===== config.mk =====
export PLATFORM = sky130hd
export DESIGN_NAME = rx_packet_assembler
export DESIGN_NICKNAME = d
export VERILOG_FILES = /design/src/rtl/sensor_link_pkg.sv /design/src/rtl/link_timer.sv /design/src/rtl/rx_packet_assembler.sv
export SDC_FILE = /design/constraint.sdc
export NUM_CORES = 1
export LEC_CHECK = 0
export CORE_MARGIN = 1
export CORE_UTILIZATION = 55
export DETAILED_ROUTE_END_ITERATION = 16
export PLACE_DENSITY_LB_ADDON = 0.3
export SLEW_MARGIN = 20
export SYNTH_ARGS = -nofsm -noshare
export SYNTH_HDL_FRONTEND = slang
export SYNTH_SLANG_ARGS = --single-unit

===== constraint.sdc =====
create_clock -name clock -period 5.1 [get_ports clock]
set_input_delay 1.02 -clock clock [delete_from_list [all_inputs] [get_ports clock]]
set_output_delay 1.02 -clock clock [all_outputs]
set_load 0.05 [all_outputs]

===== src/rtl/sensor_link_pkg.sv =====
// Shared definitions for the sensor link: byte width, check key, timeout default
// and the receive FSM state encoding.
package sensor_link_pkg;

  localparam int               BYTE_W          = 8;
  localparam logic [BYTE_W-1:0] CHK_KEY_DEFAULT = 8'h37;
  localparam int               TIMEOUT_DEFAULT = 500000;

  typedef enum logic [0:0] {
    ST_IDLE     = 1'b0,
    ST_WAIT_CHK = 1'b1
  } link_state_t;

  // A packet is good when its check byte equals the data byte XOR the link key.
  function automatic logic chk_match(input logic [BYTE_W-1:0] data,
                                     input logic [BYTE_W-1:0] chk,
                                     input logic [BYTE_W-1:0] key);
    return (chk == (data ^ key));
  endfunction

endpackage


===== src/rtl/link_timer.sv =====
// Down-counter bounding the gap between the data byte and the check byte.
// expired flags the last permitted idle cycle so the caller can register the error.
module link_timer #(
  parameter int TIMEOUT_CYCLES = 16
) (
  input  logic clock,
  input  logic reset,
  input  logic load,
  input  logic hold,
  output logic expired
);

  localparam int             CNT_W    = $clog2(TIMEOUT_CYCLES + 1);
  localparam logic [CNT_W-1:0] LOAD_VAL = CNT_W'(TIMEOUT_CYCLES);
  localparam logic [CNT_W-1:0] CNT_ONE  = CNT_W'(1);
  localparam logic [CNT_W-1:0] CNT_ZERO = CNT_W'(0);

  logic [CNT_W-1:0] count_r;

  // Counter register: load wins, otherwise count down on each non-held cycle.
  always_ff @(posedge clock or posedge reset) begin
    if (reset) begin
      count_r <= CNT_ZERO;
    end else if (load) begin
      count_r <= LOAD_VAL;
    end else if (!hold && (count_r != CNT_ZERO)) begin
      count_r <= count_r - CNT_ONE;
    end else begin
      count_r <= count_r;
    end
  end

  // The cycle that would take the counter from one to zero is the expiry cycle.
  always_comb begin
    expired = 1'b0;
    if (!load && !hold && (count_r == CNT_ONE)) begin
      expired = 1'b1;
    end else begin
      expired = 1'b0;
    end
  end

endmodule


===== src/rtl/rx_packet_assembler.sv =====
// Assembles two-byte (data, check) packets from a UART byte strobe into a
// single-entry output buffer, with timeout and overrun reporting.
module rx_packet_assembler
  import sensor_link_pkg::*;
#(
  parameter logic [BYTE_W-1:0] CHK_KEY        = CHK_KEY_DEFAULT,
  parameter int                TIMEOUT_CYCLES = TIMEOUT_DEFAULT
) (
  input  logic              clock,
  input  logic              reset,
  input  logic              rx_dv,
  input  logic [BYTE_W-1:0] rx_byte,
  input  logic              pkt_ready,
  output logic              pkt_valid,
  output logic [BYTE_W-1:0] pkt_data,
  output logic              pkt_chk_ok,
  output logic              timeout_err,
  output logic              overrun_err,
  output logic              busy
);

  link_state_t       state_r;
  link_state_t       state_next_s;
  logic [BYTE_W-1:0] data_r;
  logic              pkt_valid_r;
  logic [BYTE_W-1:0] pkt_data_r;
  logic              pkt_chk_ok_r;
  logic              timeout_err_r;
  logic              overrun_err_r;
  logic              busy_r;

  logic              load_s;
  logic              hold_s;
  logic              expired_s;
  logic              complete_s;
  logic              timeout_s;
  logic              drain_s;
  logic              accept_s;

  // The timer only runs while waiting for the check byte and no byte arrives.
  assign hold_s = (state_r != ST_WAIT_CHK) || rx_dv;

  link_timer #(
    .TIMEOUT_CYCLES(TIMEOUT_CYCLES)
  ) u_link_timer (
    .clock   (clock),
    .reset   (reset),
    .load    (load_s),
    .hold    (hold_s),
    .expired (expired_s)
  );

  // FSM state register.
  always_ff @(posedge clock or posedge reset) begin
    if (reset) begin
      state_r <= ST_IDLE;
    end else begin
      state_r <= state_next_s;
    end
  end

  // FSM next-state logic; an arriving byte takes priority over timer expiry.
  always_comb begin
    state_next_s = state_r;
    case (state_r)
      ST_IDLE: begin
        if (rx_dv) begin
          state_next_s = ST_WAIT_CHK;
        end else begin
          state_next_s = ST_IDLE;
        end
      end
      ST_WAIT_CHK: begin
        if (rx_dv || expired_s) begin
          state_next_s = ST_IDLE;
        end else begin
          state_next_s = ST_WAIT_CHK;
        end
      end
      default: begin
        state_next_s = ST_IDLE;
      end
    endcase
  end

  // FSM output decode: data latch, packet completion and timeout events.
  always_comb begin
    load_s     = 1'b0;
    complete_s = 1'b0;
    timeout_s  = 1'b0;
    case (state_r)
      ST_IDLE: begin
        load_s = rx_dv;
      end
      ST_WAIT_CHK: begin
        if (rx_dv) begin
          complete_s = 1'b1;
        end else begin
          timeout_s = expired_s;
        end
      end
      default: begin
        load_s     = 1'b0;
        complete_s = 1'b0;
        timeout_s  = 1'b0;
      end
    endcase
  end

  // A completed packet may enter the buffer when it is empty or draining now.
  assign drain_s  = pkt_valid_r && pkt_ready;
  assign accept_s = !pkt_valid_r || drain_s;

  // Data byte holding register for the packet in progress.
  always_ff @(posedge clock or posedge reset) begin
    if (reset) begin
      data_r <= {BYTE_W{1'b0}};
    end else if (load_s) begin
      data_r <= rx_byte;
    end else begin
      data_r <= data_r;
    end
  end

  // Output buffer; the held packet is frozen until accepted downstream.
  always_ff @(posedge clock or posedge reset) begin
    if (reset) begin
      pkt_valid_r   <= 1'b0;
      pkt_data_r    <= {BYTE_W{1'b0}};
      pkt_chk_ok_r  <= 1'b0;
      overrun_err_r <= 1'b0;
    end else if (complete_s && accept_s) begin
      pkt_valid_r   <= 1'b1;
      pkt_data_r    <= data_r;
      pkt_chk_ok_r  <= chk_match(data_r, rx_byte, CHK_KEY);
      overrun_err_r <= 1'b0;
    end else if (complete_s) begin
      pkt_valid_r   <= pkt_valid_r;
      pkt_data_r    <= pkt_data_r;
      pkt_chk_ok_r  <= pkt_chk_ok_r;
      overrun_err_r <= 1'b1;
    end else if (drain_s) begin
      pkt_valid_r   <= 1'b0;
      pkt_data_r    <= pkt_data_r;
      pkt_chk_ok_r  <= pkt_chk_ok_r;
      overrun_err_r <= 1'b0;
    end else begin
      pkt_valid_r   <= pkt_valid_r;
      pkt_data_r    <= pkt_data_r;
      pkt_chk_ok_r  <= pkt_chk_ok_r;
      overrun_err_r <= 1'b0;
    end
  end

  // Registered status: timeout pulse and busy flag track the FSM.
  always_ff @(posedge clock or posedge reset) begin
    if (reset) begin
      timeout_err_r <= 1'b0;
      busy_r        <= 1'b0;
    end else begin
      timeout_err_r <= timeout_s;
      busy_r        <= (state_next_s == ST_WAIT_CHK);
    end
  end

  assign pkt_valid   = pkt_valid_r;
  assign pkt_data    = pkt_data_r;
  assign pkt_chk_ok  = pkt_chk_ok_r;
  assign timeout_err = timeout_err_r;
  assign overrun_err = overrun_err_r;
  assign busy        = busy_r;

endmodule


## Word-level counts from Yosys, hierarchy flattened

Cells that the tools add are included.

- Register bits: 40
- Latch bits: 0
- Bits in writable memories: 0
- Memory bits (read-only): 0
- Input bits: 12
- Output and inout port bits: 13
- Word-level logic and storage cells: 44
- Memories: 0

- $add $sub $neg: 1
- $mul: 0
- Div/mod/pow operators: 0
- $lt $le $gt $ge: 0
- Eq/ne operators: 3
- Shift operators: 0
- Mux-type cells: 15
- Bitwise gates (word level): 2
- Reductions and logical operators: 15

Operators by type and width:

| cell | number |
|---|---|
| $mux W19 | 2 |
| $eq A19 B1 Y1 const B | 1 |
| $reduce_bool A19 Y1 | 1 |
| $sub A19 B1 Y19 const B | 1 |
| $mux W1 | 12 |
| $eq A8 B8 Y1 | 1 |
| $logic_and A1 B1 Y1 | 5 |
| $not A5 Y5 | 1 |
| $reduce_bool A2 Y1 | 2 |
| $logic_not A1 Y1 | 3 |
| $logic_or A1 B1 Y1 | 3 |
| $ne A2 B1 Y1 const B | 1 |
| $pmux W1 S2 | 1 |
| $reduce_and A2 Y1 | 1 |
| $not A1 Y1 | 1 |

## Logic depth before layout (Yosys ltp)

Gate-level depths: netlist of the first run.

- Depth after elaboration: 9
- Mapped depth: 8
- Depth with buffers taken out: 7

## Hierarchy

From an unflattened synthesis of the first run, not the netlist that was laid out.

- Cell total of the unflattened synthesis: 184
- Area total of the unflattened synthesis: 2052.0 um2

By module, submodules not included:

| module | instances | cells an instance | area an instance (um2) | sequential area each (um2) |
|---|---|---|---|---|
| link_timer | 1 | 121 | 1168.6 | 475.5 |
| rx_packet_assembler | 1 | 63 | 883.3 | 525.5 |

## Least setup slack after synthesis of the first run

OpenSTA, ideal clock, no wires.

- Path kind: in2reg
- Start point: in rx_dv
- End point: reg u_link_timer.count_r[16]
- Setup time: 0.134 ns
- Arrival: 2.250 ns
- Data required time: 4.966 ns
- Path slack: 2.716 ns
- Cell stages on the path: 6
- Buffers on the path: 1
- Cells stage by stage: nand2b_1 or3_1 clkbuf_1 nor4_1 xnor2_1 nand2_1

- Cells in the longest elaborated chain, start to end: 4
- Elaborated cells between the ends (all ways): 6
- Classes of those cells: mux: 2; reduce/logical: 4

RTL lines:

| element | RTL line | text |
|---|---|---|
| start, declared | rx_packet_assembler.sv:11 | `input logic rx_dv,` |
| $logic_or A1 B1 Y1 | rx_packet_assembler.sv:41 | `assign hold_s = (state_r != ST_WAIT_CHK) \|\| rx_dv;` |
| $logic_not A1 Y1 | link_timer.sv:26 | `end else if (!hold && (count_r != CNT_ZERO)) begin` |
| $logic_and A1 B1 Y1 | link_timer.sv:26 |  |
| $reduce_bool A2 Y1 (no line) | - |  |
| end signal, assigned | link_timer.sv:27 | `count_r <= count_r - CNT_ONE;` |
| end signal, assigned | link_timer.sv:29 | `count_r <= count_r;` |
| end, declared | link_timer.sv:18 | `logic [CNT_W-1:0] count_r;` |

Parallel ways exist; a longest one is shown, timed or not.
A chain may end at the register's enable or synchronous reset.

## Worst setup path after layout of the first run

- Start point: reg busy_r (netlist: busy)
- End point: out busy

RTL lines:

| element | RTL line | text |
|---|---|---|
| start, declared | rx_packet_assembler.sv:30 | `logic busy_r;` |
| start signal, assigned | rx_packet_assembler.sv:162 | `busy_r <= (state_next_s == ST_WAIT_CHK);` |
| end, declared | rx_packet_assembler.sv:19 | `output logic busy` |

No word-level cell between the ends.

==> results.json, run 1 <==
{
  "status": "complete, no violations",
  "hold_buffers": 0,
  "synth_edf_count": 0,
  "r2r-start": "u_link_timer.count_r[8]$_DFFE_PP0P_",
  "fillers": 283,
  "dr.first_iter.drc_count": 126,
  "cts_tree": "built",
  "regArea_um2": 1000,
  "netlist_area_um2": 1930,
  "final_area_um2": 2300,
  "netlist_instances": 183,
  "worst_ir_drop_vdd_mv": 0.236,
  "grt_use_total_pct": 23.3,
  "ys_seq_area_share_pct": 51.7,
  "post_cts_buffers": 0,
  "synthFlopType": "dfrtp_1",
  "finalCriticalPeriod_ns": 2.78,
  "reg2reg_slack_ns": 2.64,
  "numCtsBuffers": 5,
  "cpMaxStageDelayCell": "clkdlybuf4s50_1",
  "grt_pass1_vias": 1377,
  "cp.required_ns": 4.08,
  "routed-via-count": 1451,
  "fmax_mhz": 360,
  "maxSlewHeadroom_pct": 39.6,
  "hold_violations": 0,
  "drt-vias-per-instance": 5.69,
  "die_h_um": 61.3,
  "clk_latency_ns": 0.36,
  "synth_seq_cells": 40,
  "cts.path.max_buffers": 2,
  "powerDensity_nw_per_um2": 454,
  "cp.depth": 1,
  "maxCapViolations": 0,
  "htreeDepth": 2,
  "setup_viol": 0,
  "finClkSkew_ns": 0.0165,
  "ios": 25,
  "power_uw": 1050,
  "final_cells": 255,
  "rows": 21,
  "dpl_cell_area_um2": 2210,
  "port_buffers": 24,
  "clk_pin_slew_ns": 0.11,
  "fin_crit_sh_pct": 54.5,
  "antenna_found_initial": 0,
  "grt-ovfl-total": 0,
  "cts_resized": 0,
  "drt_first_pass_iters": 4,
  "place_congestion": 0.838,
  "die_x_um": 61.3,
  "synthArstFlopShare_pct": 100,
  "critical_path_class": "reg2out",
  "multi_input_area_um2": 891,
  "final_antenna_net_count": 0,
  "worstPathMaxFanout": 10,
  "ys_types": 42,
  "hp-class": "reg2reg",
  "min_to": "u_link_timer.count_r[11]$_DFFE_PP0P_",
  "ys_top_cells_by_count": "dfrtp_1, nand2_1, nor2_1, mux2_2, xnor2_1",
  "worst_pin_slew_ns": 0.903,
  "hold_depth": 1,
  "core_um2": 3360,
  "start_util_pct": 57.5,
  "rsz0062_at_grt": "false",
  "path_cells": "clkdlybuf4s50_1",
  "finalSetupTns_ns": 0,
  "crit_buf_inv": 1,
  "drc_errors": 0,
  "yosysWarnings": 0,
  "insertedDiodeCount": 0,
  "rr_worst_depth": 5,
  "clockRootBuffer": "clkbuf_4",
  "synth_most_common_cell": "dfrtp_1",
  "slew_violations": 0,
  "max_stage_delay_ns": 0.87,
  "min_from": "u_link_timer.count_r[11]$_DFFE_PP0P_",
  "path_delay_family": "buffers and inverters",
  "synth_top_area_cell": "dfrtp_1",
  "grt_pass1_wl_um": 6210,
  "grt_max_degree": 41,
  "clock_sinks": 40,
  "syn_avg_cell_area_um2": 10.6,
  "dieArea_um2": 3760,
  "synth.net_count": 197,
  "crit_path_end_kind": "output port",
  "dp_hpwl_um": 2650,
  "drt-total-wl_um": 3810,
  "crit_arrival_ns": 1.76,
  "wl_per_cell_um": 14.9,
  "nNetsFinal": 222,
  "dp_cells": 247,
  "final_core_util_pct": 68.5,
  "synth_area_leaders": "dfrtp_1, nand2_1, mux2_2",
  "drive_gt1_share_pct": 12.4,
  "cp-startpoint": "busy$_DFF_PP0_",
  "syn_to_final_growth_pct": 19.0,
  "worstReg2RegEnd": "u_link_timer.count_r[13]$_DFFE_PP0P_",
  "yosysTopAreaCellShare_pct": 51.7,
  "startpoint_type": "register",
  "power.leakage_uw": 0.000977
}
metrics by stage:
stage,hold WS [ns],worst slack (ns)
after detailed placement,0.481,2.00
after global placement,0.463,2.08
final,0.494,2.32
after global routing,0.515,2.22
after CTS,0.496,2.32
after floorplan,0.446,2.72
how the worst max path moves through the flow:
stage	to	slack, ns
3_5_place_dp	u_link_timer.count_r[16]$_DFFE_PP0P_	2.00
4_1_cts	busy	2.32
2_1_floorplan	u_link_timer.count_r[16]$_DFFE_PP0P_	2.72
5_1_grt	u_link_timer.count_r[16]$_DFFE_PP0P_	2.22
6_report	busy	2.32
3_3_place_gp	u_link_timer.count_r[16]$_DFFE_PP0P_	2.08
per-layer routing:
metal / up-vias / GRT usage, % / wire [µm]
met5: - / 0 / 0
met2: 33 / 37.6 / 1960
li1: 697 / - / -
met4: 0 / 9.74 / 68
met3: 9 / 6.72 / 150
met1: 712 / 29.5 / 1630
placed cells by master, fill, tap and decap left out, drive strengths merged, types with 4 or more instances in the layout:
master          n
o21ai           4
mux2i           5
nand2          35
nor3            4
clkbuf          6
mux2            8
nor2           12
clkdlybuf4s50  24
inv             4
or4             4
nand3           4
nor2b           4
xnor2           8
nor4            4
dfrtp          40
state kept, by name (all words and copies together), names as in the netlist:
register / count
timeout_err: 1
overrun_err: 1
pkt_chk_ok: 1
pkt_valid: 1
busy: 1
data_r: 8
u_link_timer.count_r: 19
pkt_data: 8
report_power, final:
| part | total [µW] | leakage, µW | internal (µW) | switching (µW) |
|---|---|---|---|---|
| Combinational | 381 | 0.000440 | 147 | 234 |
| Sequential | 441 | 0.000489 | 382 | 59.9 |
| Clock | 224 | 0.0000484 | 117 | 106 |
logic make-up (layout without fill, tap and decap cells):
family | after synthesis | count (layout) | synth area share [%]
AND/OR/NAND/NOR | 81 | 81 | 22.0
flip-flops | 40 | 40 | 51.7
AO/OA/AOI/OAI | 25 | 25 | 10.4
multiplexers | 13 | 13 | 7.24
XOR/XNOR | 11 | 11 | 4.98
buffers and inverters | 11 | 37 | 2.33
adder cells (fa/ha/maj) | 2 | 2 | 1.29
final cells by class:
cell class | instances | share of cell area, %
Sequential cell | 40 | 43.5
Multi-Input combinational cell | 132 | 38.7
Timing Repair Buffer | 25 | 10.8
Tap cell | 46 | 2.50
Clock buffer | 6 | 2.23
Clock inverter | 2 | 1.68
Inverter | 4 | 0.652
Note: power is estimated with default switching activity, not from simulation.
==> run 2: changes to the inputs <==
CORE_UTILIZATION = 54   (was 55)
clock period = 2.75 ns   (was 5.1 ns; I/O delays follow)
==> results.json, run 2 (synthesis results as in run 1) <==
{
  "grt_pass1_wl_um": 6150,
  "clockRootBuffer": "clkbuf_4",
  "dp_hpwl_um": 2830,
  "cp.required_ns": 2.98,
  "min_to": "u_link_timer.count_r[11]$_DFFE_PP0P_",
  "top_layer": "met4",
  "clk_latency_ns": 0.35,
  "clk_pin_slew_ns": 0.12,
  "dr_wl_met3_um": 196,
  "dp_cells": 253,
  "routed-via-count": 1501,
  "clkPwrFrac_pct": 21.8,
  "maxCapViolations": 0,
  "path_delay_family": "simple AND/OR/NAND/NOR gates",
  "crit_arrival_ns": 2.54,
  "top_register": "u_link_timer.count_r",
  "powerDensity_nw_per_um2": 834,
  "hold_violations": 0,
  "cpMaxStageDelayCell": "or4b_4",
  "wl_per_cell_um": 14.9,
  "hp-class": "reg2reg",
  "drt_first_pass_iters": 4,
  "maxSlewHeadroom_pct": 57.2,
  "final_antenna_net_count": 0,
  "r2r-start": "u_link_timer.count_r[0]$_DFFE_PP0P_",
  "final_cells": 261,
  "cts_resized": 0,
  "wl_met1_um": 1810,
  "place_congestion": 0.891,
  "drc_errors": 0,
  "clock_sinks": 40,
  "setup_viol": 0,
  "reg2reg_slack_ns": 0.44,
  "dr.first_iter.drc_count": 105,
  "worstPathMaxFanout": 6,
  "worst_pin_slew_ns": 0.640,
  "route.met2.wl_um": 1860,
  "post_cts_buffers": 0,
  "antenna_found_initial": 0,
  "drive_gt1_share_pct": 14.4,
  "final_common_cell": "dfrtp_1",
  "power.share.switching_pct": 37.3,
  "layout_common_cells": "dfrtp_1, nand2_1, clkdlybuf4s50_1",
  "hold_depth": 1,
  "startpoint_type": "register",
  "core_um2": 3390,
  "fmax_mhz": 432,
  "dieArea_um2": 3830,
  "comb_power_share_pct": 36.3,
  "min_from": "u_link_timer.count_r[11]$_DFFE_PP0P_",
  "max_stage_delay_ns": 0.51,
  "finClkSkew_ns": 0.0158,
  "finalSetupTns_ns": 0,
  "grt_pass1_vias": 1313,
  "grt_max_degree": 41,
  "cts.path.max_buffers": 2,
  "fillers": 251,
  "hold_buffers": 0,
  "die_h_um": 61.9,
  "largest_register_ffs": 19,
  "worstReg2RegEnd": "u_link_timer.count_r[16]$_DFFE_PP0P_",
  "seq_power_share_pct": 41.9,
  "status": "complete, no violations",
  "cp.depth": 7,
  "crit_buf_inv": 1,
  "power.leakage_uw": 0.00101,
  "port_buffers": 24,
  "drt-vias-per-instance": 5.75,
  "ios": 25,
  "numCtsBuffers": 5,
  "cts_tree": "built",
  "worst_ir_drop_vdd_mv": 0.515,
  "finalCriticalPeriod_ns": 2.31,
  "p_int_uw": 1230,
  "die_x_um": 61.9,
  "syn_to_final_growth_pct": 21.5,
  "rsz0062_at_grt": "false",
  "p_switching_uw": 730,
  "path_cells": "inv_1, ha_1, or4b_4, or3_1, nor4_1, xnor2_1, nand2_1",
  "grt_use_total_pct": 23.1,
  "htreeDepth": 2,
  "slew_violations": 0,
  "insertedDiodeCount": 0,
  "crit_path_end_kind": "register",
  "drt-total-wl_um": 3890,
  "grt-ovfl-total": 0,
  "nNetsFinal": 228,
  "final_core_util_pct": 69.3,
  "critical_path_class": "reg2reg",
  "rows": 21,
  "fin_crit_sh_pct": 84.1,
  "rr_worst_depth": 7,
  "start_util_pct": 57.1
}
[run 2: changes by cell type in the layout (fill, tap and decap cells not counted)]
cell,delta
buf_4,+6
clkbuf_8,+1
clkinv_4,-1
nor2b_1,+1
nor2b_2,-1
[run 2: worst max-delay path by stage]
stage                                        start                                    to
6_report       u_link_timer.count_r[0]$_DFFE_PP0P_  u_link_timer.count_r[16]$_DFFE_PP0P_
2_1_floorplan                       busy$_DFF_PP0_  u_link_timer.count_r[16]$_DFFE_PP0P_
4_1_cts        u_link_timer.count_r[0]$_DFFE_PP0P_  u_link_timer.count_r[16]$_DFFE_PP0P_
3_3_place_gp                                 rx_dv  u_link_timer.count_r[16]$_DFFE_PP0P_
5_1_grt        u_link_timer.count_r[0]$_DFFE_PP0P_  u_link_timer.count_r[16]$_DFFE_PP0P_
3_5_place_dp   u_link_timer.count_r[0]$_DFFE_PP0P_  u_link_timer.count_r[16]$_DFFE_PP0P_
[run 2: per-stage QoR]
step	power [µW]	instance area (µm²)	worst slack, ns	hold WS (ns)
after floorplan	1300	1930	0.512	0.446
after global placement	1500	2250	0.497	0.469
after detailed placement	1540	2250	0.422	0.480
after CTS	1970	2350	0.430	0.496
after global routing	2070	2350	0.309	0.512
final	1960	2350	0.437	0.494
[run 2: worst reg2reg max path, delay by kind of cell, from the launching register on]
| kind | cells | cell delay, ns |
|---|---|---|
| buffers and inverters | 1 | 0.08 |
| DFF | 1 | 0.45 |
| and+or+nand+nor | 4 | 1.33 |
| xor gates and xnor gates | 1 | 0.16 |
| adders and majority gates | 1 | 0.20 |
[run 2: power groups by stage]
stage | clock [µW] | combinational (µW) | sequential, µW
2_1_floorplan | 0 | 299 | 1000
3_3_place_gp | 0 | 689 | 815
3_5_place_dp | 0 | 707 | 833
4_1_cts | 433 | 713 | 819
5_1_grt | 467 | 766 | 839
6_report | 428 | 710 | 821
[run 2: final cells by class]
type                            count  area (µm²)  area share [%]
Sequential cell                    40        1000            42.6
Tap cell                           46        57.6            2.45
Clock buffer                        7        65.1            2.77
Timing Repair Buffer               31         293            12.5
Multi-Input combinational cell    132         888            37.8
Inverter                            4        15.0           0.639
Clock inverter                      1        30.0            1.28
[run 2: per-layer routing]
| metal | track usage [%] | vias up |
|---|---|---|
| met5 | 0 | - |
| met3 | 8.90 | 3 |
| met2 | 35.9 | 46 |
| met4 | 5.40 | 0 |
| met1 | 30.9 | 731 |
| li1 | - | 721 |
==> run 3: changes to the inputs <==
clock period = 2.2 ns   (was 2.75 ns; I/O delays follow)
==> results.json, run 3 (synthesis results as in run 1) <==
{
  "status": "complete, no violations",
  "powerDensity_nw_per_um2": 1020,
  "maxCapViolations": 0,
  "fin_crit_sh_pct": 96.3,
  "crit_arrival_ns": 2.38,
  "htreeDepth": 2,
  "hold_violations": 0,
  "numCtsBuffers": 5,
  "reg2reg_slack_ns": 0.08,
  "regArea_um2": 1000,
  "antenna_found_initial": 0,
  "drc_errors": 0,
  "top_register": "u_link_timer.count_r",
  "slew_violations": 0,
  "hold_buffers": 0,
  "wl_per_cell_um": 15.2,
  "final_common_cell": "dfrtp_1",
  "clk_latency_ns": 0.35,
  "p_int_uw": 1520,
  "grt_max_degree": 41,
  "cts.path.max_buffers": 2,
  "worst_pin_slew_ns": 0.499,
  "grt_use_total_pct": 23.4,
  "die_x_um": 61.9,
  "dieArea_um2": 3830,
  "ios": 25,
  "dp_hpwl_um": 2830,
  "dpl_cell_area_um2": 2300,
  "largest_register_ffs": 19,
  "finClkSkew_ns": 0.0141,
  "timing.hold.ws_ns": 0.502,
  "insertedDiodeCount": 0,
  "seq_power_share_pct": 41.2,
  "power.share.switching_pct": 38.1,
  "cp-startpoint": "u_link_timer.count_r[0]$_DFFE_PP0P_",
  "grt_pass1_vias": 1471,
  "clk_pin_slew_ns": 0.13,
  "clockRootBuffer": "clkbuf_4",
  "drt-total-wl_um": 4050,
  "power.leakage_uw": 0.00103,
  "drt-vias-per-instance": 5.70,
  "comb_power_share_pct": 39.4,
  "p_switching_uw": 937,
  "power_uw": 2460,
  "crit_path_end_kind": "register",
  "drive_gt1_share_pct": 18.6,
  "worstReg2RegEnd": "u_link_timer.count_r[16]$_DFFE_PP0P_",
  "core_um2": 3390,
  "cp.required_ns": 2.46,
  "maxSlewHeadroom_pct": 66.7,
  "critical_path_class": "reg2reg",
  "crit_end": "u_link_timer.count_r[16]$_DFFE_PP0P_",
  "setup_viol": 0,
  "clock_sinks": 40,
  "pre_cts_slack_ns": -0.0161,
  "drt_first_pass_iters": 4,
  "multi_input_area_um2": 921,
  "r2r-start": "u_link_timer.count_r[0]$_DFFE_PP0P_",
  "die_h_um": 61.9,
  "min_from": "u_link_timer.count_r[17]$_DFFE_PP0P_",
  "hp-class": "reg2reg",
  "start_util_pct": 57.1,
  "grt_pass1_wl_um": 6380,
  "place_congestion": 0.813,
  "clkPwrFrac_pct": 19.4,
  "port_buffers": 24,
  "final_antenna_net_count": 0,
  "finalCriticalPeriod_ns": 2.12,
  "cts_tree": "built",
  "syn_to_final_growth_pct": 24.6,
  "rows": 21,
  "layout_common_cells": "dfrtp_1, nand2_1, clkdlybuf4s50_1",
  "nNetsFinal": 234,
  "final_area_um2": 2410,
  "routed-via-count": 1523,
  "startpoint_type": "register",
  "fillers": 244,
  "worstPathMaxFanout": 6,
  "fmax_mhz": 472,
  "fin_ws_ns": 0.0817,
  "dr.first_iter.drc_count": 59,
  "rr_worst_depth": 7,
  "grt-ovfl-total": 0,
  "worst_ir_drop_vdd_mv": 0.891
}
-- run 3: cell types whose count changed in the layout (fill, tap and decap cells not counted), sizes merged --
cell and delta:
buf +6, clkbuf -1, clkinv +1
-- run 3: critical path, stage by stage, from the launching register on --
cell and delay, ns:
dfrtp_1 0.40, inv_1 0.10, ha_4 0.16, or4b_4 0.47
or3_4 0.44, nor4_4 0.26, xnor2_1 0.15, nand2_1 0.06
-- run 3: worst min-delay path by stage --
stage / depth (start not counted) / end
final: 1 / u_link_timer.count_r[17]$_DFFE_PP0P_
after detailed placement: 1 / u_link_timer.count_r[17]$_DFFE_PP0P_
after CTS: 1 / u_link_timer.count_r[17]$_DFFE_PP0P_
after global placement: 1 / u_link_timer.count_r[17]$_DFFE_PP0P_
after floorplan: 1 / u_link_timer.count_r[11]$_DFFE_PP0P_
after global routing: 1 / u_link_timer.count_r[17]$_DFFE_PP0P_
-- run 3: what timing repair did --
| item | CTS | global route |
|---|---|---|
| setup endpoints to repair | 3 | 7 |
| gates resized for setup | 1 | 5 |
| pin swaps | 0 | 2 |
| buffers inserted | 0 | 1 |
-- run 3: cell type report --
| class | instances | share of cell area, % |
|---|---|---|
| Multi-Input combinational cell | 132 | 38.2 |
| Tap cell | 46 | 2.39 |
| Clock buffer | 6 | 1.71 |
| Timing Repair Buffer | 37 | 14.0 |
| Sequential cell | 40 | 41.6 |
| Inverter | 4 | 0.623 |
| Clock inverter | 2 | 1.45 |
-- run 3: per-layer routing --
layer  track usage (%)  vias to the layer above  part of all wire (%)
met3              6.42                        5                   3.3
met4              8.25                        0                   1.3
met2              40.7                       29                    52
li1                  -                      729                     -
met5                 0                        -                     0
met1              28.0                      760                    44
-- run 3: power groups by stage --
stage,Sequential (µW),Combinational [µW],Clock [µW]
floorplan,1260,373,0
CTS,1010,950,483
global route,1040,1050,517
global placement,1010,916,0
finish,1010,969,478
detailed placement,1020,940,0
-- run 3: metrics by stage --
step                 TNS (ns)  utilization (%)  std cells
floorplan                   0                -        183
global placement            0             67.8        258
detailed placement    -0.0161             67.8        258
CTS                         0             70.2        266
global route        -0.000164             71.1        267
finish                      0             71.1        267
